## src/rtl/control_sequencer.sv

```systemverilog
// control_sequencer
// Microcode control unit for the 8-bit CPU. It steps through fixed T-states
// and decodes the IR opcode nibble into the one-cycle load selects, the bus
// drive enables, the ALU mode, the RAM write strobe and the PC controls.
//
// Ports:
//   clk      in   system clock, all state updates on posedge
//   rst_n    in   synchronous active-low reset (state -> RST)
//   enable   in   run/stall; 0 holds state and forces all controls to 0
//   opcode   in   IR[7:4]
//   pc_out, pc_inc, pc_load            out  PC bus drive / increment / load
//   mar_sel                            out  MAR load select
//   ram_out, ram_we                    out  RAM bus drive / write
//   ir_sel, ir_out                     out  IR load select / operand bus drive
//   a_sel, a_out, b_sel, out_sel       out  register load selects, A bus drive
//   alu_out, alu_sub                   out  ALU bus drive / subtract mode
//   halted                             out  high in HALT
//   tstate                             out  T0..T4 = 0..4, HALT = 5, RST = 7
module control_sequencer #(
    parameter int OPCODE_W      = 4,
    parameter bit HALT_ON_UNDEF = 1'b0
) (
    input  logic                clk,
    input  logic                rst_n,
    input  logic                enable,
    input  logic [OPCODE_W-1:0] opcode,
    output logic                pc_out,
    output logic                pc_inc,
    output logic                pc_load,
    output logic                mar_sel,
    output logic                ram_out,
    output logic                ram_we,
    output logic                ir_sel,
    output logic                ir_out,
    output logic                a_sel,
    output logic                a_out,
    output logic                b_sel,
    output logic                out_sel,
    output logic                alu_out,
    output logic                alu_sub,
    output logic                halted,
    output logic [2:0]          tstate
);

    typedef enum logic [2:0] {
        ST_T0   = 3'd0,
        ST_T1   = 3'd1,
        ST_T2   = 3'd2,
        ST_T3   = 3'd3,
        ST_T4   = 3'd4,
        ST_HALT = 3'd5,
        ST_RST  = 3'd7
    } state_t;

    typedef struct packed {
        logic pc_out;
        logic pc_inc;
        logic pc_load;
        logic mar_sel;
        logic ram_out;
        logic ram_we;
        logic ir_sel;
        logic ir_out;
        logic a_sel;
        logic a_out;
        logic b_sel;
        logic out_sel;
        logic alu_out;
        logic alu_sub;
    } ctl_t;

    localparam logic [OPCODE_W-1:0] OP_NOP = OPCODE_W'(4'h0);
    localparam logic [OPCODE_W-1:0] OP_LDA = OPCODE_W'(4'h1);
    localparam logic [OPCODE_W-1:0] OP_ADD = OPCODE_W'(4'h2);
    localparam logic [OPCODE_W-1:0] OP_SUB = OPCODE_W'(4'h3);
    localparam logic [OPCODE_W-1:0] OP_STA = OPCODE_W'(4'h4);
    localparam logic [OPCODE_W-1:0] OP_LDI = OPCODE_W'(4'h5);
    localparam logic [OPCODE_W-1:0] OP_JMP = OPCODE_W'(4'h6);
    localparam logic [OPCODE_W-1:0] OP_OUT = OPCODE_W'(4'hE);
    localparam logic [OPCODE_W-1:0] OP_HLT = OPCODE_W'(4'hF);

    state_t state_r;
    state_t state_next_s;
    ctl_t   ctl_s;
    ctl_t   ctl_g_s;

    logic op_lda_s, op_add_s, op_sub_s, op_sta_s, op_ldi_s, op_jmp_s, op_out_s;
    logic op_undef_s, op_hlt_s, op_nop_s, op_mem_s, op_alu_s;

    assign op_lda_s   = (opcode == OP_LDA);
    assign op_add_s   = (opcode == OP_ADD);
    assign op_sub_s   = (opcode == OP_SUB);
    assign op_sta_s   = (opcode == OP_STA);
    assign op_ldi_s   = (opcode == OP_LDI);
    assign op_jmp_s   = (opcode == OP_JMP);
    assign op_out_s   = (opcode == OP_OUT);
    assign op_undef_s = !(op_lda_s || op_add_s || op_sub_s || op_sta_s || op_ldi_s ||
                          op_jmp_s || op_out_s || (opcode == OP_NOP) || (opcode == OP_HLT));
    // Undefined opcodes fold into either HLT or NOP depending on the build option.
    assign op_hlt_s   = (opcode == OP_HLT) || (op_undef_s && HALT_ON_UNDEF);
    assign op_nop_s   = (opcode == OP_NOP) || (op_undef_s && !HALT_ON_UNDEF);
    // Opcodes that address memory through the MAR and therefore need T3.
    assign op_mem_s   = op_lda_s || op_add_s || op_sub_s || op_sta_s;
    assign op_alu_s   = op_add_s || op_sub_s;

    // State register: reset wins over stall, stall holds the current step.
    always_ff @(posedge clk) begin
        if (!rst_n) begin
            state_r <= ST_RST;
        end else if (enable) begin
            state_r <= state_next_s;
        end else begin
            state_r <= state_r;
        end
    end

    // Next-state and raw control decode from the current step and opcode.
    always_comb begin
        state_next_s = state_r;
        ctl_s        = '0;
        case (state_r)
            ST_RST: begin
                state_next_s = ST_T0;
            end
            ST_T0: begin
                ctl_s.pc_out  = 1'b1;
                ctl_s.mar_sel = 1'b1;
                state_next_s  = ST_T1;
            end
            ST_T1: begin
                ctl_s.ram_out = 1'b1;
                ctl_s.ir_sel  = 1'b1;
                ctl_s.pc_inc  = 1'b1;
                if (op_nop_s) begin
                    state_next_s = ST_T0;
                end else begin
                    state_next_s = ST_T2;
                end
            end
            ST_T2: begin
                if (op_mem_s) begin
                    ctl_s.ir_out  = 1'b1;
                    ctl_s.mar_sel = 1'b1;
                    state_next_s  = ST_T3;
                end else if (op_ldi_s) begin
                    ctl_s.ir_out = 1'b1;
                    ctl_s.a_sel  = 1'b1;
                    state_next_s = ST_T0;
                end else if (op_jmp_s) begin
                    ctl_s.ir_out  = 1'b1;
                    ctl_s.pc_load = 1'b1;
                    state_next_s  = ST_T0;
                end else if (op_out_s) begin
                    ctl_s.a_out   = 1'b1;
                    ctl_s.out_sel = 1'b1;
                    state_next_s  = ST_T0;
                end else if (op_hlt_s) begin
                    state_next_s = ST_HALT;
                end else begin
                    state_next_s = ST_T0;
                end
            end
            ST_T3: begin
                if (op_lda_s) begin
                    ctl_s.ram_out = 1'b1;
                    ctl_s.a_sel   = 1'b1;
                    state_next_s  = ST_T0;
                end else if (op_alu_s) begin
                    ctl_s.ram_out = 1'b1;
                    ctl_s.b_sel   = 1'b1;
                    state_next_s  = ST_T4;
                end else if (op_sta_s) begin
                    ctl_s.a_out  = 1'b1;
                    ctl_s.ram_we = 1'b1;
                    state_next_s = ST_T0;
                end else begin
                    state_next_s = ST_T0;
                end
            end
            ST_T4: begin
                if (op_alu_s) begin
                    ctl_s.alu_out = 1'b1;
                    ctl_s.a_sel   = 1'b1;
                    ctl_s.alu_sub = op_sub_s;
                end else begin
                    ctl_s.alu_out = 1'b0;
                end
                state_next_s = ST_T0;
            end
            ST_HALT: begin
                state_next_s = ST_HALT;
            end
            default: begin
                // The unused encoding 6 recovers through RST.
                state_next_s = ST_RST;
            end
        endcase
    end

    // A stalled sequencer must not pulse any register select or bus driver.
    assign ctl_g_s = enable ? ctl_s : '0;

    assign pc_out  = ctl_g_s.pc_out;
    assign pc_inc  = ctl_g_s.pc_inc;
    assign pc_load = ctl_g_s.pc_load;
    assign mar_sel = ctl_g_s.mar_sel;
    assign ram_out = ctl_g_s.ram_out;
    assign ram_we  = ctl_g_s.ram_we;
    assign ir_sel  = ctl_g_s.ir_sel;
    assign ir_out  = ctl_g_s.ir_out;
    assign a_sel   = ctl_g_s.a_sel;
    assign a_out   = ctl_g_s.a_out;
    assign b_sel   = ctl_g_s.b_sel;
    assign out_sel = ctl_g_s.out_sel;
    assign alu_out = ctl_g_s.alu_out;
    assign alu_sub = ctl_g_s.alu_sub;
    assign halted  = (state_r == ST_HALT);
    assign tstate  = state_r;

endmodule

```

## config.mk

```make
export PLATFORM = sky130hd
export DESIGN_NAME = control_sequencer
export DESIGN_NICKNAME = d
export VERILOG_FILES = /design/src/rtl/control_sequencer.sv
export SDC_FILE = /design/constraint.sdc
export NUM_CORES = 1
export LEC_CHECK = 0
export ABC_CLOCK_PERIOD_IN_PS = 2000
export BUFFER_PORTS_ARGS = -buffer_cell sky130_fd_sc_hd__buf_4
export CORE_AREA = 4 4 41 43
export DETAILED_ROUTE_END_ITERATION = 12
export DIE_AREA = 0 0 45 47
export PLACE_DENSITY_LB_ADDON = 0.3
export SYNTH_ARGS = -nofsm -noshare
export SYNTH_HDL_FRONTEND = slang
export SYNTH_SLANG_ARGS = --single-unit
```

## constraint.sdc

```tcl
create_clock -name clk -period 2 [get_ports clk]
set_clock_uncertainty 0.1 [all_clocks]
set_input_delay 0.3 -clock clk [delete_from_list [all_inputs] [get_ports clk]]
set_output_delay 0.3 -clock clk [all_outputs]
set_load 0.01 [all_outputs]
```

# Yosys cells after proc, flatten, opt, wreduce, memory -nomap -nowiden
# Cells that the tools add are included.
# word_totals
reg_bits	3
in_bits	7
# classes
muxes	42
n_eq_ne	14
reduce_logical	14
# op_table
cell	n
$mux W1	25
$mux W3	7
$pmux W3 S6	1
$mux W14	1
$eq A4 B3 Y1 const B	3
$logic_or A1 B1 Y1	10
$eq A3 B3 Y1 const B	3
$eq A4 B2 Y1 const B	2
$eq A4 B4 Y1 const B	2
$mux W2	4
$eq A3 B2 Y1 const B	2
$pmux W1 S2	3
$eq A4 B1 Y1 const B	1
$logic_not A4 Y1	1
$eq A3 B1 Y1 const B	1
$logic_not A3 Y1	1
$pmux W1 S3	1
$reduce_or A2 Y1	1
$logic_not A1 Y1	1

# Logic depth before layout (Yosys ltp)
# Gate-level depths: netlist of run 1.
# logic_depth
depth_word	13
ltp_mapped	5
depth_no_buf	4

# Least setup slack after synthesis of run 1
# OpenSTA, ideal clock, no wires.
# synth_path
path_kind	register to output
start	reg state_r[1] (netlist: tstate[1])
end	out ram_we
required_ns	1.600
path_stages_with_launch	5
arrival_ns	1.441
n_path_buf	1
path_slack_ns	0.159
path_cell_list	dfxtp_1 -> buf_6 -> nand2_2 -> or4b_4 -> nor4b_2
# synth_between
elab_chain_cells	3
# synth_lines
element	line_no	source
start, declared	82	state_t state_r;
start signal, assigned	111	state_r <= state_next_s;
start signal, assigned	113	state_r <= state_r;
$eq A3 B2 Y1	121	case (state_r)
$mux W1	121	
$mux W14	201	assign ctl_g_s = enable ? ctl_s : '0;
end, declared	32	output logic ram_we,
# No other way between the ends.

# Worst setup path after layout of run 1
# layout_path
start	reg state_r[1] (netlist: tstate[1])
end	out a_out
# layout_between
elab_chain_cells	3
word_cells_on_any_way	4
# layout_lines
element	line_no	source
$eq A3 B2 Y1	121	
$pmux W1 S2 *	121	
$mux W14 *	201	
end, declared	36	output logic a_out,
# Mark *: on every way between the ends. The rest lies on a longest branch, timed or not.

==> flow_summary.rst, run 1 <==
.. list-table::
   :header-rows: 1

   * - Metric
     - Value
   * - Worst-path cell with the longest stage delay
     - sky130_fd_sc_hd__or4b_4
   * - Final count of pins violating max slew
     - 0
   * - Number of failing hold endpoints at the final stage
     - 0
   * - HPWL Detailed
     - 922 um
   * - Clock network latency to the later pin of the worst-skew pair
     - 0.24 ns
   * - Fraction of layout instances using a drive strength above 1
     - 50.6%
   * - Buffers added on ports
     - 24
   * - Seq/Total Area, Yosys
     - 14.2%
   * - Post-CTS setup buffers
     - 0
   * - Vias
     - 520
   * - Violated checks
     - setup timing
   * - Level count of the clock H-tree
     - 1
   * - Count of hold buffers inserted by post-cts repair
     - 0
   * - Sum of internal, switching and leakage power
     - 0.286 mW
   * - Post-layout utilization of the core
     - 49.4%
   * - Nets in the synthesized netlist
     - 65
   * - Arrival time of data at the critical path endpoint
     - 1.62 ns
   * - YS warnings
     - 0
   * - Area after detailed placement
     - 598 um2
   * - Deepest clock path buffer count
     - 2
   * - Number of rows in the core area
     - 13
   * - Number of cells upsized or downsized after cts
     - 1
   * - Shortest period the worst path allows
     - 2.02 ns
   * - Clock-pin slew on the worst setup and hold paths
     - 0.04 ns
   * - Most frequently used flop master after synthesis
     - sky130_fd_sc_hd__dfxtp_1
   * - Biggest fanout along the worst timing path
     - 4
   * - Total wire length after detailed routing
     - 1.32 mm
   * - Async SR Flop Fraction
     - 0%
   * - Remaining design rule violation count
     - 0
   * - Number of buffers created by CTS
     - 3
   * - Slew Limit Headroom
     - 69.3%
   * - Total global routing track utilization
     - 12.2%
   * - Static leakage
     - 0.301 nW
   * - Initial Util
     - 32.6%
   * - Final worst-path setup slack
     - -0.0166 ns
   * - Post-route standard cell area excluding fillers
     - 643 um2
   * - Iteration-0 DRC Markers
     - 12
   * - WP data required
     - 1.60 ns
   * - Maximum number of pins on one net before global-route repair
     - 13
   * - DRT antenna net count
     - 0
   * - First-pass DRT Iterations
     - 4
   * - Post-route non-filler standard cell count
     - 96
   * - Gpl congestion
     - 0.863
   * - # placed instances
     - 92
   * - Antenna cells
     - 0
   * - Kind of end point of the critical path
     - output port
   * - Number of nets in the layout
     - 89
   * - Flip-flop count of the largest register after layout
     - 3
   * - Cell-by-cell listing of the critical path
     - nand2_2 -> or4b_4 -> o22ai_2 -> and3b_1 -> buf_4
   * - Area contributors post-synth
     - sky130_fd_sc_hd__dfxtp_1 (14%), sky130_fd_sc_hd__nor4b_2 (7.1%), sky130_fd_sc_hd__nand2_1 (6.2%), sky130_fd_sc_hd__buf_2 (5.9%), sky130_fd_sc_hd__nor3_1 (4.7%)
   * - Seq cells post-synth
     - 3
   * - Largest voltage drop on the vdd net
     - 186 uV
   * - Slew @ Worst Pin
     - 0.459 ns
   * - DIE WIDTH
     - 45 um
   * - Mean cell area of the mapped netlist
     - 7.31 um2
   * - Antenna violations before repair
     - 0
   * - Part of the cycle the worst path needs
     - 101%
   * - Via-to-Cell Ratio
     - 5.42
   * - Number of flops mapped to enable cells by yosys
     - 0
   * - Class of the tightest hold or removal check
     - in2reg
   * - Cell taking the most area after synthesis
     - sky130_fd_sc_hd__dfxtp_1
   * - Most frequent cell after synthesis
     - sky130_fd_sc_hd__nand2_1
   * - Count of clock tree sinks
     - 3
   * - Max Fclk
     - 0.496 GHz
   * - Post-placement setup slack
     - 0.152 ns
   * - Global-route wire length before repair
     - 1.91 mm
   * - Commonest cells in the synthesized netlist
     - sky130_fd_sc_hd__nand2_1 (7), sky130_fd_sc_hd__buf_2 (5), sky130_fd_sc_hd__nor3_1 (4)
   * - Critical path type
     - reg2out
   * - Final-report setup violation count
     - 1
   * - Type of origin of the critical path
     - flop
   * - Minimum hold slack
     - 0.336 ns
   * - Die area
     - 0.00212 mm2
   * - Status
     - complete, but fails checks
   * - Boundary pin count
     - 25
   * - Core outline area
     - 0.00130 mm2
   * - Die height
     - 47 um
   * - Grt ovf
     - 0
   * - Final-layout setup total negative slack
     - -0.0166 ns
   * - Unrepaired setup endpoints after global routing
     - yes
   * - Wire length per cell
     - 13.7 um
   * - Cell count after synthesis
     - 58
   * - Number of unique standard cell types used by synthesis
     - 31
   * - Power Dens Cells
     - 444 mW/mm2
   * - Max-cap check violation count
     - 0
   * - Synth Cell Area
     - 424 um2
   * - TritonCTS clock tree
     - built
   * - Top-area cell type share of the netlist area
     - 14.2%
   * - Root buffer cell
     - sky130_fd_sc_hd__clkbuf_4
   * - Longest individual stage delay on the worst path
     - 0.53 ns
   * - Filler Cell Count
     - 137
   * - Area delta synth->final
     - 51.6%
   * - Number of global-route vias before repair
     - 453
   * - Worst reg-to-reg setup slack
     - 0.51 ns
[final timing paths]
path	from	end	depth (start not counted)
max reg2reg	tstate[1]	tstate[0]	5
max	tstate[1]	a_out	5
min	rst_n	tstate[1]	3
min reg2reg	tstate[1]	tstate[1]	2
[cell families after synthesis]
| group | synth area share [%] |
|---|---|
| AND/OR/NAND/NOR | 49.3 |
| AO/OA/AOI/OAI | 21.5 |
| buffers and inverters | 13.0 |
| flip-flops | 14.2 |
| XOR/XNOR | 2.07 |
[layer usage]
layer,part of all wire (%),global-route usage [%],up-vias
met5,0,0,-
met4,0,7.02,0
met3,6.0,2.30,0
met2,53,20.1,21
met1,41,15.0,238
li1,-,-,261
[worst max-delay path, delay by kind of cell (launching register included)]
| family | cells | cell delay (ns) |
|---|---|---|
| simple gates | 3 | 0.77 |
| flops | 1 | 0.33 |
| compound gates | 1 | 0.17 |
| buf+inv | 1 | 0.11 |
[report_power, final]
group          internal, mW  leakage (nW)  switching (mW)
clock                0.0749        0.0150          0.0335
combinational        0.0483         0.261          0.0592
sequential           0.0663        0.0249         0.00350
[area by class of cell]
cell class / count / area, um2 / area share (%)
multi-input cells: 45 / 327 / 50.8
repair buffers: 27 / 203 / 31.5
flip-flops and latches: 3 / 61.3 / 9.53
clock buffers: 4 / 26.3 / 4.09
well taps: 15 / 18.8 / 2.92
inverters: 2 / 7.51 / 1.17
[layout by cell type, fill, tap and decap left out]
master                      instances
sky130_fd_sc_hd__nand3_1            2
sky130_fd_sc_hd__clkbuf_1           1
sky130_fd_sc_hd__a211o_1            2
sky130_fd_sc_hd__clkbuf_4           3
sky130_fd_sc_hd__a21boi_0           1
sky130_fd_sc_hd__a21oi_1            1
sky130_fd_sc_hd__o22ai_2            1
sky130_fd_sc_hd__buf_4             27
sky130_fd_sc_hd__nor4b_2            2
sky130_fd_sc_hd__o2111ai_1          1
sky130_fd_sc_hd__xor2_1             1
sky130_fd_sc_hd__o311ai_0           1
sky130_fd_sc_hd__nor2_1             3
sky130_fd_sc_hd__nor4_1             2
sky130_fd_sc_hd__dfxtp_2            1
sky130_fd_sc_hd__a31oi_1            1
sky130_fd_sc_hd__a41oi_1            1
sky130_fd_sc_hd__inv_1              2
sky130_fd_sc_hd__nor2b_1            1
sky130_fd_sc_hd__nor4_2             1
sky130_fd_sc_hd__nand3_2            1
sky130_fd_sc_hd__nand2_2            1
sky130_fd_sc_hd__dfxtp_1            2
sky130_fd_sc_hd__o21ai_0            3
sky130_fd_sc_hd__and3b_1            2
sky130_fd_sc_hd__nor3_1             4
sky130_fd_sc_hd__or2_2              1
sky130_fd_sc_hd__nand2_1            7
sky130_fd_sc_hd__nor3b_4            1
sky130_fd_sc_hd__and4bb_2           1
sky130_fd_sc_hd__or3_1              1
sky130_fd_sc_hd__a21o_1             1
sky130_fd_sc_hd__or4b_4             1
No activity file was read; power rests on OpenSTA's default activity.
==> run 2, diff against run 1 <==
- ABC_CLOCK_PERIOD_IN_PS: 2000 -> 1880
- clock period: 2 -> 1.88 ns (I/O delays scaled with it)
==> flow_summary.rst, run 2 (synthesized netlist as in run 1, its figures left out) <==
.. list-table::
   :header-rows: 1

   * - Metric
     - Value
   * - Status
     - complete, but fails checks
   * - Violated checks
     - setup timing
   * - Number of nets in the layout
     - 92 (+3.4%)
   * - Timing startpoint of the critical path
     - tstate[1]
   * - Total wire length after detailed routing
     - 1.32 mm (+0.30%)
   * - Biggest fanout along the worst timing path
     - 4 (unchanged)
   * - Max Fclk
     - 0.508 GHz
   * - WP data required
     - 1.50 ns (-0.10 ns)
   * - Level count of the clock H-tree
     - 1 (unchanged)
   * - Unrepaired setup endpoints after global routing
     - yes
   * - First-pass DRT Iterations
     - 5 (+1)
   * - Filler Cell Count
     - 136 (-0.73%)
   * - Initial Util
     - 32.6% (unchanged)
   * - Grt ovf
     - 0 (unchanged)
   * - Buffers added on ports
     - 24 (unchanged)
   * - Slew @ Worst Pin
     - 0.397 ns (-0.0625 ns)
   * - Kind of end point of the critical path
     - output port
   * - Fraction of layout instances using a drive strength above 1
     - 54.8% (+4.1 points)
   * - Part of the cycle the worst path needs
     - 105%
   * - Gpl congestion
     - 0.853 (-1.2%)
   * - Number of global-route vias before repair
     - 462 (+2.0%)
   * - Antenna cells
     - 0 (unchanged)
   * - Critical path type
     - reg2out
   * - Count of clock tree sinks
     - 3 (unchanged)
   * - Root buffer cell
     - sky130_fd_sc_hd__clkbuf_4
   * - Remaining design rule violation count
     - 0 (unchanged)
   * - Arrival time of data at the critical path endpoint
     - 1.59 ns (-0.03 ns)
   * - Number of buffers created by CTS
     - 3 (unchanged)
   * - Max-cap check violation count
     - 0 (unchanged)
   * - Number of failing hold endpoints at the final stage
     - 0 (unchanged)
   * - Static leakage
     - 0.323 nW (+7.4%)
   * - Boundary pin count
     - 25 (unchanged)
   * - Final-layout setup total negative slack
     - -0.137 ns (-0.120 ns)
   * - Deepest clock path buffer count
     - 2 (unchanged)
   * - TritonCTS clock tree
     - built
   * - Min-Delay Startpoint
     - rst_n
   * - Minimum hold slack
     - 0.303 ns (-0.0325 ns)
   * - Core outline area
     - 0.00130 mm2 (unchanged)
   * - Clock-pin slew on the worst setup and hold paths
     - 0.04 ns (about the same)
   * - Vias
     - 539 (+3.7%)
   * - Die height
     - 47 um (unchanged)
   * - Shortest period the worst path allows
     - 1.97 ns
   * - Type of origin of the critical path
     - flop
   * - HPWL Detailed
     - 956 um (+3.7%)
   * - Class of the tightest hold or removal check
     - in2reg
   * - Count of cells along the worst register-to-register path
     - 5 (unchanged)
   * - Final count of pins violating max slew
     - 0 (unchanged)
   * - Most used cells in the layout excluding fill and tap cells
     - sky130_fd_sc_hd__buf_4 (28), sky130_fd_sc_hd__nand2_1 (7), sky130_fd_sc_hd__o21ai_0 (3), sky130_fd_sc_hd__nor3_1 (3), sky130_fd_sc_hd__clkbuf_4 (3)
   * - Final worst-path setup slack
     - -0.0891 ns (-0.0726 ns)
   * - Power Dens Cells
     - 452 mW/mm2 (+1.7%)
   * - Total global routing track utilization
     - 12.6% (+0.39 points)
   * - DRT antenna net count
     - 0 (unchanged)
   * - Flip-flop count of the largest register after layout
     - 3 (unchanged)
   * - Slew Limit Headroom
     - 73.5% (+4.2 points)
   * - Post-route non-filler standard cell count
     - 99 (+3.1%)
   * - # placed instances
     - 93 (+1.1%)
   * - Global-route wire length before repair
     - 1.99 mm (+4.3%)
   * - Wire length per cell
     - 13.4 um (-2.7%)
   * - Clock network latency to the later pin of the worst-skew pair
     - 0.23 ns (about the same)
   * - Iteration-0 DRC Markers
     - 6 (-6)
   * - Most common cell after layout, fill and taps aside
     - sky130_fd_sc_hd__buf_4
   * - Largest voltage drop on the vdd net
     - 250 uV (+34%)
   * - Maximum number of pins on one net before global-route repair
     - 13 (unchanged)
   * - Area delta synth->final
     - 62.5%
   * - Via-to-Cell Ratio
     - 5.44 (+0.51%)
   * - Final-report setup violation count
     - 3 (+2)
   * - Die area
     - 0.00212 mm2 (unchanged)
   * - RR Startpoint
     - tstate[0]
   * - DIE WIDTH
     - 45 um (unchanged)
   * - Hold-critical path depth
     - 3 (unchanged)
   * - Number of rows in the core area
     - 13 (unchanged)
   * - Antenna violations before repair
     - 0 (unchanged)
-- run 2: power breakdown --
part	internal (mW)	total [mW]	switching (mW)
clock network	0.0796	0.113	0.0339
registers	0.0706	0.0739	0.00328
logic	0.0576	0.124	0.0665
-- run 2: per-stage QoR --
stage | instance area [um2] | power [mW] | setup slack (ns) | util [%]
2_1_floorplan | 424 | 0.145 | 0.0568 | -
3_3_place_gp | 606 | 0.185 | 0.0823 | 46.5
3_5_place_dp | 606 | 0.186 | 0.0616 | 46.5
4_1_cts | 653 | 0.308 | -0.0890 | 50.2
5_1_grt | 689 | 0.337 | -0.139 | 53.0
6_report | 689 | 0.312 | -0.0891 | 53.0
-- run 2: metal layers --
| layer | up-vias | wire length [um] | share of wire [%] | track usage, % |
|---|---|---|---|---|
| li1 | 266 | - | - | - |
| met1 | 252 | 582 | 44 | 16.6 |
| met2 | 19 | 662 | 50 | 20.6 |
| met3 | 2 | 70 | 5.3 | 4.21 |
| met4 | 0 | 7 | 0.53 | 1.75 |
| met5 | - | 0 | 0 | 0 |
-- run 2: area by class of cell --
type	count	area [um2]	area share, %
flip-flops and latches	3	61.3	8.89
well taps	15	18.8	2.72
multi-input cells	45	343	49.7
inverters	2	7.51	1.09
repair buffers	30	233	33.8
clock buffers	4	26.3	3.81
-- run 2: path summary, 6_finish.rpt --
check / end / slack, ns
max: a_out / -0.09
min: tstate[1] / 0.30
max reg2reg: tstate[0] / 0.41
min reg2reg: tstate[2] / 0.55
-- run 2: worst max-delay path, stage by stage (launching register included) --
cell and delay (ns):
sky130_fd_sc_hd__dfxtp_2 0.32, sky130_fd_sc_hd__nand2_2 0.05, sky130_fd_sc_hd__or4b_4 0.53, sky130_fd_sc_hd__o22ai_2 0.15, sky130_fd_sc_hd__and3b_1 0.19, sky130_fd_sc_hd__buf_6 0.11
-- run 2: what timing repair did --
| action | 4_1_cts | 5_1_grt |
|---|---|---|
| buffers inserted | 1 | 1 |
| setup endpoints to repair | 4 | 8 |
| hold buffers | 0 | 0 |
| pin swaps | 0 | 1 |
| resized for setup | 3 | 6 |
